[src/rtl/mul_sweep_pkg.sv]
// Shared definitions for the multiplier sweep checker: FSM state encoding,
// maximal-length Galois LFSR tap masks per width, and a saturating increment.
// The tap table is consumed only when MULCHK_LFSR_EN is defined.
package mul_sweep_pkg;

    typedef enum logic [1:0] {
        IDLE  = 2'd0,
        RUN   = 2'd1,
        DRAIN = 2'd2,
        DONE  = 2'd3
    } state_t;

    // Right-shifting Galois toggle masks, one maximal-length polynomial per width 2..32
    localparam logic [31:0] LFSR_TAPS [2:32] = '{
        32'h0000_0003, 32'h0000_0006, 32'h0000_000C, 32'h0000_0014,
        32'h0000_0030, 32'h0000_0060, 32'h0000_00B8, 32'h0000_0110,
        32'h0000_0240, 32'h0000_0500, 32'h0000_0829, 32'h0000_100D,
        32'h0000_2015, 32'h0000_6000, 32'h0000_D008, 32'h0001_2000,
        32'h0002_0400, 32'h0004_0023, 32'h0009_0000, 32'h0014_0000,
        32'h0030_0000, 32'h0042_0000, 32'h00E1_0000, 32'h0120_0000,
        32'h0200_0023, 32'h0400_0013, 32'h0900_0000, 32'h1400_0000,
        32'h2000_0029, 32'h4800_0000, 32'h8020_0003
    };

    // Increment that sticks at vmax instead of wrapping
    function automatic logic [63:0] sat_inc(input logic [63:0] v, input logic [63:0] vmax);
        return (v >= vmax) ? vmax : v + 64'd1;
    endfunction

endpackage

[src/rtl/mul_sweep_opgen.sv]
// Operand generator for one multiplier input: linear stride (mod 2^W) or,
// when MULCHK_LFSR_EN is defined and selected at load, a Galois LFSR.
module mul_sweep_opgen
    import mul_sweep_pkg::*;
#(
    parameter int W = 12
) (
    input  logic         clk,
    input  logic         rst_n,
    input  logic         i_load,
    input  logic         i_adv,
    input  logic [W-1:0] i_step,
`ifdef MULCHK_LFSR_EN
    input  logic         i_lfsr,
`endif
    output logic [W-1:0] o_op
);

    logic [W-1:0] r_step;
    logic [W-1:0] r_op;
    logic [W-1:0] w_stride;

    assign w_stride = r_op + r_step;

`ifdef MULCHK_LFSR_EN
    localparam logic [W-1:0] TAPS = W'(LFSR_TAPS[W]);

    logic         r_lfsr;
    logic [W-1:0] w_galois;
    logic [W-1:0] w_seed;

    // Forcing bit 0 keeps the seed out of the all-zero lock-up state
    assign w_seed   = i_step | W'(1);
    assign w_galois = r_op[0] ? ((r_op >> 1) ^ TAPS) : (r_op >> 1);

    // Latch step/mode on load, then advance the selected sequence
    always_ff @(posedge clk or negedge rst_n) begin
        if (!rst_n) begin
            r_op   <= '0;
            r_step <= '0;
            r_lfsr <= 1'b0;
        end else if (i_load) begin
            r_step <= i_step;
            r_lfsr <= i_lfsr;
            r_op   <= i_lfsr ? w_seed : '0;
        end else if (i_adv) begin
            r_op <= r_lfsr ? w_galois : w_stride;
        end
    end
`else
    // Latch step on load, then advance by the stride with silent wrap
    always_ff @(posedge clk or negedge rst_n) begin
        if (!rst_n) begin
            r_op   <= '0;
            r_step <= '0;
        end else if (i_load) begin
            r_step <= i_step;
            r_op   <= '0;
        end else if (i_adv) begin
            r_op <= w_stride;
        end
    end
`endif

    assign o_op = r_op;

endmodule

[config.mk]
export PLATFORM = sky130hd
export DESIGN_NAME = mul_sweep_opgen
export DESIGN_NICKNAME = d
export VERILOG_FILES = /design/src/rtl/mul_sweep_pkg.sv /design/src/rtl/mul_sweep_opgen.sv
export SDC_FILE = /design/constraint.sdc
export NUM_CORES = 1
export LEC_CHECK = 0
export BUFFER_PORTS_ARGS = -buffer_cell sky130_fd_sc_hd__buf_2
export CAP_MARGIN = 15
export CORE_MARGIN = 1
export CORE_UTILIZATION = 54
export DETAILED_ROUTE_END_ITERATION = 10
export PLACE_DENSITY = 0.79
export REMOVE_ABC_BUFFERS = 1
export SYNTH_ARGS = -nofsm -noshare
export SYNTH_HDL_FRONTEND = slang
export SYNTH_SLANG_ARGS = --single-unit
[constraint.sdc]
create_clock -name clk -period 2.6 [get_ports clk]
set_input_delay 0.52 -clock clk [delete_from_list [all_inputs] [get_ports clk]]
set_output_delay 0.52 -clock clk [all_outputs]
set_load 0.02 [all_outputs]
Word level (Yosys, flattened, before mapping) --
Cells that the tools add are included.
Cells by class: add/subtract/negate cells 1, multiplexer cells 2, reductions and logical operators 1
Operators by type and width (number):
- $mux W12 | 2
- $add A12 B12 Y12 | 1
- $reduce_bool A2 Y1 | 1
Word-level totals: register bits 24, input bits 16, logic and storage cells 6

Depth between registers and ports, before layout --
depth in word-level cells 3, depth in mapped cells 8

Worst setup path before layout --
Ideal clock, no wire load.
path type register to register, start register r_op[0], in the netlist o_op[0], end register r_op[8], in the netlist o_op[8], setup time 0.121 ns, arrival time 2.036 ns, slack 0.443 ns, cell stages (with the launch flop) 9, clock period less this slack 2.157 ns, cells stage by stage dfrtp_1 > ha_1 > fa_1 > a21o_1 > a21oi_2 > o21ai_1 > a31oi_1 > xnor2_1 > a22o_1
On the way: longest elaborated chain between the ends 3
Ends and longest elaborated chain:
- from (decl) | RTL line mul_sweep_opgen.sv:20 | logic [W-1:0] r_op;
- from (signal assigned) | RTL line mul_sweep_opgen.sv:60 | r_op <= w_stride;
- $add A12 B12 Y12 | RTL line mul_sweep_opgen.sv:23 | assign w_stride = r_op + r_step;
- $mux W12 | RTL line mul_sweep_opgen.sv:59 | end else if (i_adv) begin
- $mux W12 | RTL line mul_sweep_opgen.sv:56 | end else if (i_load) begin
No other way between the ends. The select of a mux whose other input is x is not followed. A chain may end at the register's enable or synchronous reset.

Worst setup path in the final report --
Ends and elaborated chain as after synthesis.

==> results.json <==
{
  "status": "complete, no violations",
  "ff2ff_setup_slack_ns": 0.38,
  "swShare": 0.357,
  "worstPathMaxFanout": 4,
  "mostFrequentLayoutCells": "27 x buf_2, 24 x dfrtp_1, 12 x mux2_2, 11 x ha_1, 10 x nor2_1",
  "grt_util_all_layers": 0.228,
  "synth-warning-count": 0,
  "fin_nets": 175,
  "antenna_found_initial": 0,
  "drive_above_1_share": 0.322,
  "drv_slew": 0,
  "fin_area_um2": 1570,
  "clkLatencyLatePin_ns": 0.31,
  "pin_count": 28,
  "pwr-share-clk": 0.171,
  "syn_avg_cell_area_um2": 11.6,
  "num_rows": 17,
  "ys_seq_elements": 24,
  "path_class": "register to register",
  "io_buffers": 27,
  "crit_path_start": "o_op[0]$_DFFE_PN0P_",
  "critPathCapture": "o_op[8]$_DFFE_PN0P_",
  "drt-total-wl_mm": 2.51,
  "critPathBufInv": 0,
  "start_kind": "register",
  "final_core_util": 0.681,
  "r2r_cells": 8,
  "seq_area_frac_synth": 0.438,
  "tritoncts": "yes",
  "hold_viol": 0,
  "peakVddDrop_v": 0.000540,
  "grt-ovfl-total": 0,
  "syn_inst": 118,
  "place.gp.congestion": 0.910,
  "cts_max_path_buffers": 2,
  "grt_pass1_wl_mm": 4.54,
  "layout_commonest_cell": "buf_2",
  "p_int_uw": 720,
  "max_stage_delay_ns": 0.42,
  "cts-hold-fix-buffers": 0,
  "ant_nets": 0,
  "area_growth_syn_to_layout_pct": 14.2,
  "min_period_ns": 2.22,
  "rsz0062_at_grt": "false",
  "vias": 995,
  "die_area_um2": 2740,
  "combPwrFrac": 0.408,
  "p_switching_uw": 400,
  "path_depth": 8,
  "synth.distinct_cells": 32,
  "powerDensity_nw_per_um2": 716,
  "hold_class": "input port to async pin",
  "cp_slowest_cell": "dfrtp_1",
  "dp_slack_ns": 0.380,
  "avgRoutedWirePerCell_um": 14.4,
  "cp_top_family": "compound AO/OA/AOI/OAI gates",
  "cts_root_buffer": "clkbuf_4",
  "slew_headroom": 0.647,
  "drt_iter0_drc": 10,
  "n_antenna_cell": 0,
  "crit_arrival_ns": 2.43,
  "firstDrtPassIters": 4,
  "path_cells": "ha_1 > fa_1 > a21o_1 > a21oi_2 > o21ai_1 > a31oi_1 > xnor2_1 > a22o_1",
  "vias_per_cell": 5.72,
  "grt_pass1_vias": 1013,
  "fmax_mhz": 450,
  "core_um2": 2300,
  "leakagePower_uw": 0.000804,
  "setup_viol": 0,
  "tightest_slew_ns": 0.530,
  "critPathCaptureType": "register",
  "place_area_um2": 1530,
  "reg2reg_from": "o_op[0]$_DFFE_PN0P_",
  "cts_buffers": 3,
  "cts-resized-gates": 0,
  "fp.dieW_um": 52.4,
  "fin_skew_ns": 0.00326,
  "dp_hpwl_mm": 1.94,
  "die_h_um": 52.4,
  "cts_max_level": 1,
  "cp_data_required_time_ns": 2.81,
  "synth_area_um2": 1370,
  "min_period_over_period": 0.855,
  "clkTransAtPathRegs_ns": 0.12,
  "cts_setup_buffers": 0,
  "seq_power_share": 0.420,
  "clock_sinks": 24,
  "rr_endpoint": "o_op[8]$_DFFE_PN0P_",
  "drc_errors": 0,
  "grt_start_max_net_pins": 25,
  "timing.final.ws_setup_ns": 0.378,
  "start_util": 0.596,
  "maxCapViolCount": 0,
  "setup-tns-final_ns": 0
}
how the worst min path moves through the flow:
stage / endpoint / cells after the start / start / slack (ns)
after floorplan: o_op[0]$_DFFE_PN0P_ / 0 / rst_n / 0.22
after global placement: r_step[10]$_DFFE_PN0P_ / 1 / r_step[10]$_DFFE_PN0P_ / 0.50
after detailed placement: r_step[10]$_DFFE_PN0P_ / 1 / r_step[10]$_DFFE_PN0P_ / 0.50
after CTS: o_op[0]$_DFFE_PN0P_ / 1 / rst_n / 0.17
after global routing: o_op[7]$_DFFE_PN0P_ / 1 / rst_n / 0.20
final: o_op[0]$_DFFE_PN0P_ / 1 / rst_n / 0.17
Yosys cell counts:
library cell  number  area share
nor2_1            10       0.027
a211oi_1           1      0.0055
a21oi_1            5       0.018
a311oi_2           1       0.011
a41oi_1            1      0.0064
nand2b_1           1      0.0046
ha_1              11        0.10
a22o_1             4       0.026
a31oi_1            2      0.0091
mux2i_1            6       0.044
dfrtp_1           24        0.44
xnor2_1            6       0.038
o21ai_0            1      0.0036
a21o_1             5       0.027
nand4_1            2      0.0091
mux2_2            12       0.099
a2111o_1           1      0.0082
nor2b_1            3       0.014
buf_1              2      0.0055
nand2_1            5       0.014
fa_1               1       0.015
nor3_1             1      0.0036
nand3b_1           1      0.0055
nand3_1            2      0.0073
nor3b_1            1      0.0055
mux2_1             1      0.0082
xor2_1             2       0.013
clkbuf_1           1      0.0027
o21ai_1            1      0.0036
a21oi_2            2       0.013
a21boi_2           1      0.0082
and4_1             1      0.0064
area by class of cell:
| cell class | count | area [um^2] |
|---|---|---|
| Tap cell | 28 | 35.0 |
| Clock buffer | 4 | 36.3 |
| Sequential cell | 24 | 601 |
| Fill cell | 192 | 732 |
| Multi-Input combinational cell | 91 | 758 |
| Timing Repair Buffer | 27 | 135 |
worst register-to-register path: cells and delay by family (launching register included):
kind / cells / cell delay, ns
AO/OA/AOI/OAI: 5 / 0.98
flip-flops: 1 / 0.42
adder cells (fa/ha/maj): 2 / 0.63
XOR/XNOR: 1 / 0.09
through the flow:
step                      total power [uW]  instances  hold WS [ns]
final                                 1120        174         0.166
after global routing                  1200        174         0.200
after CTS                             1130        174         0.170
after detailed placement               938        170         0.502
after global placement                 921        170         0.496
after floorplan                        815        115         0.224
metal layers:
layer | GRT usage | wire length (um) | vias to the layer above
met1 | 0.282 | 1110 | 475
met5 | 0 | 0 | -
li1 | - | - | 494
met2 | 0.388 | 1270 | 24
met4 | 0.0614 | 17 | 0
met3 | 0.0609 | 118 | 2
sequential cells by signal (all words and copies together) (netlist names):
name    flops
o_op       12
r_step     12
cell families after synthesis:
logic type               count (synthesis)  synth area share
AND/OR/NAND/NOR                         27            0.0968
AO/OA/AOI/OAI                           25             0.140
flip-flops                              24             0.438
multiplexers                            19             0.151
adder cells (fa/ha/maj)                 12             0.115
XOR/XNOR                                 8            0.0511
buffers and inverters                    3           0.00822
power groups by stage:
stage	Sequential, uW	Clock, uW	Combinational (uW)
6_report	471	192	457
5_1_grt	481	217	506
4_1_cts	472	200	460
3_5_place_dp	479	0	459
3_3_place_gp	475	0	446
2_1_floorplan	517	0	298
Power figures use the tool's default switching activity.
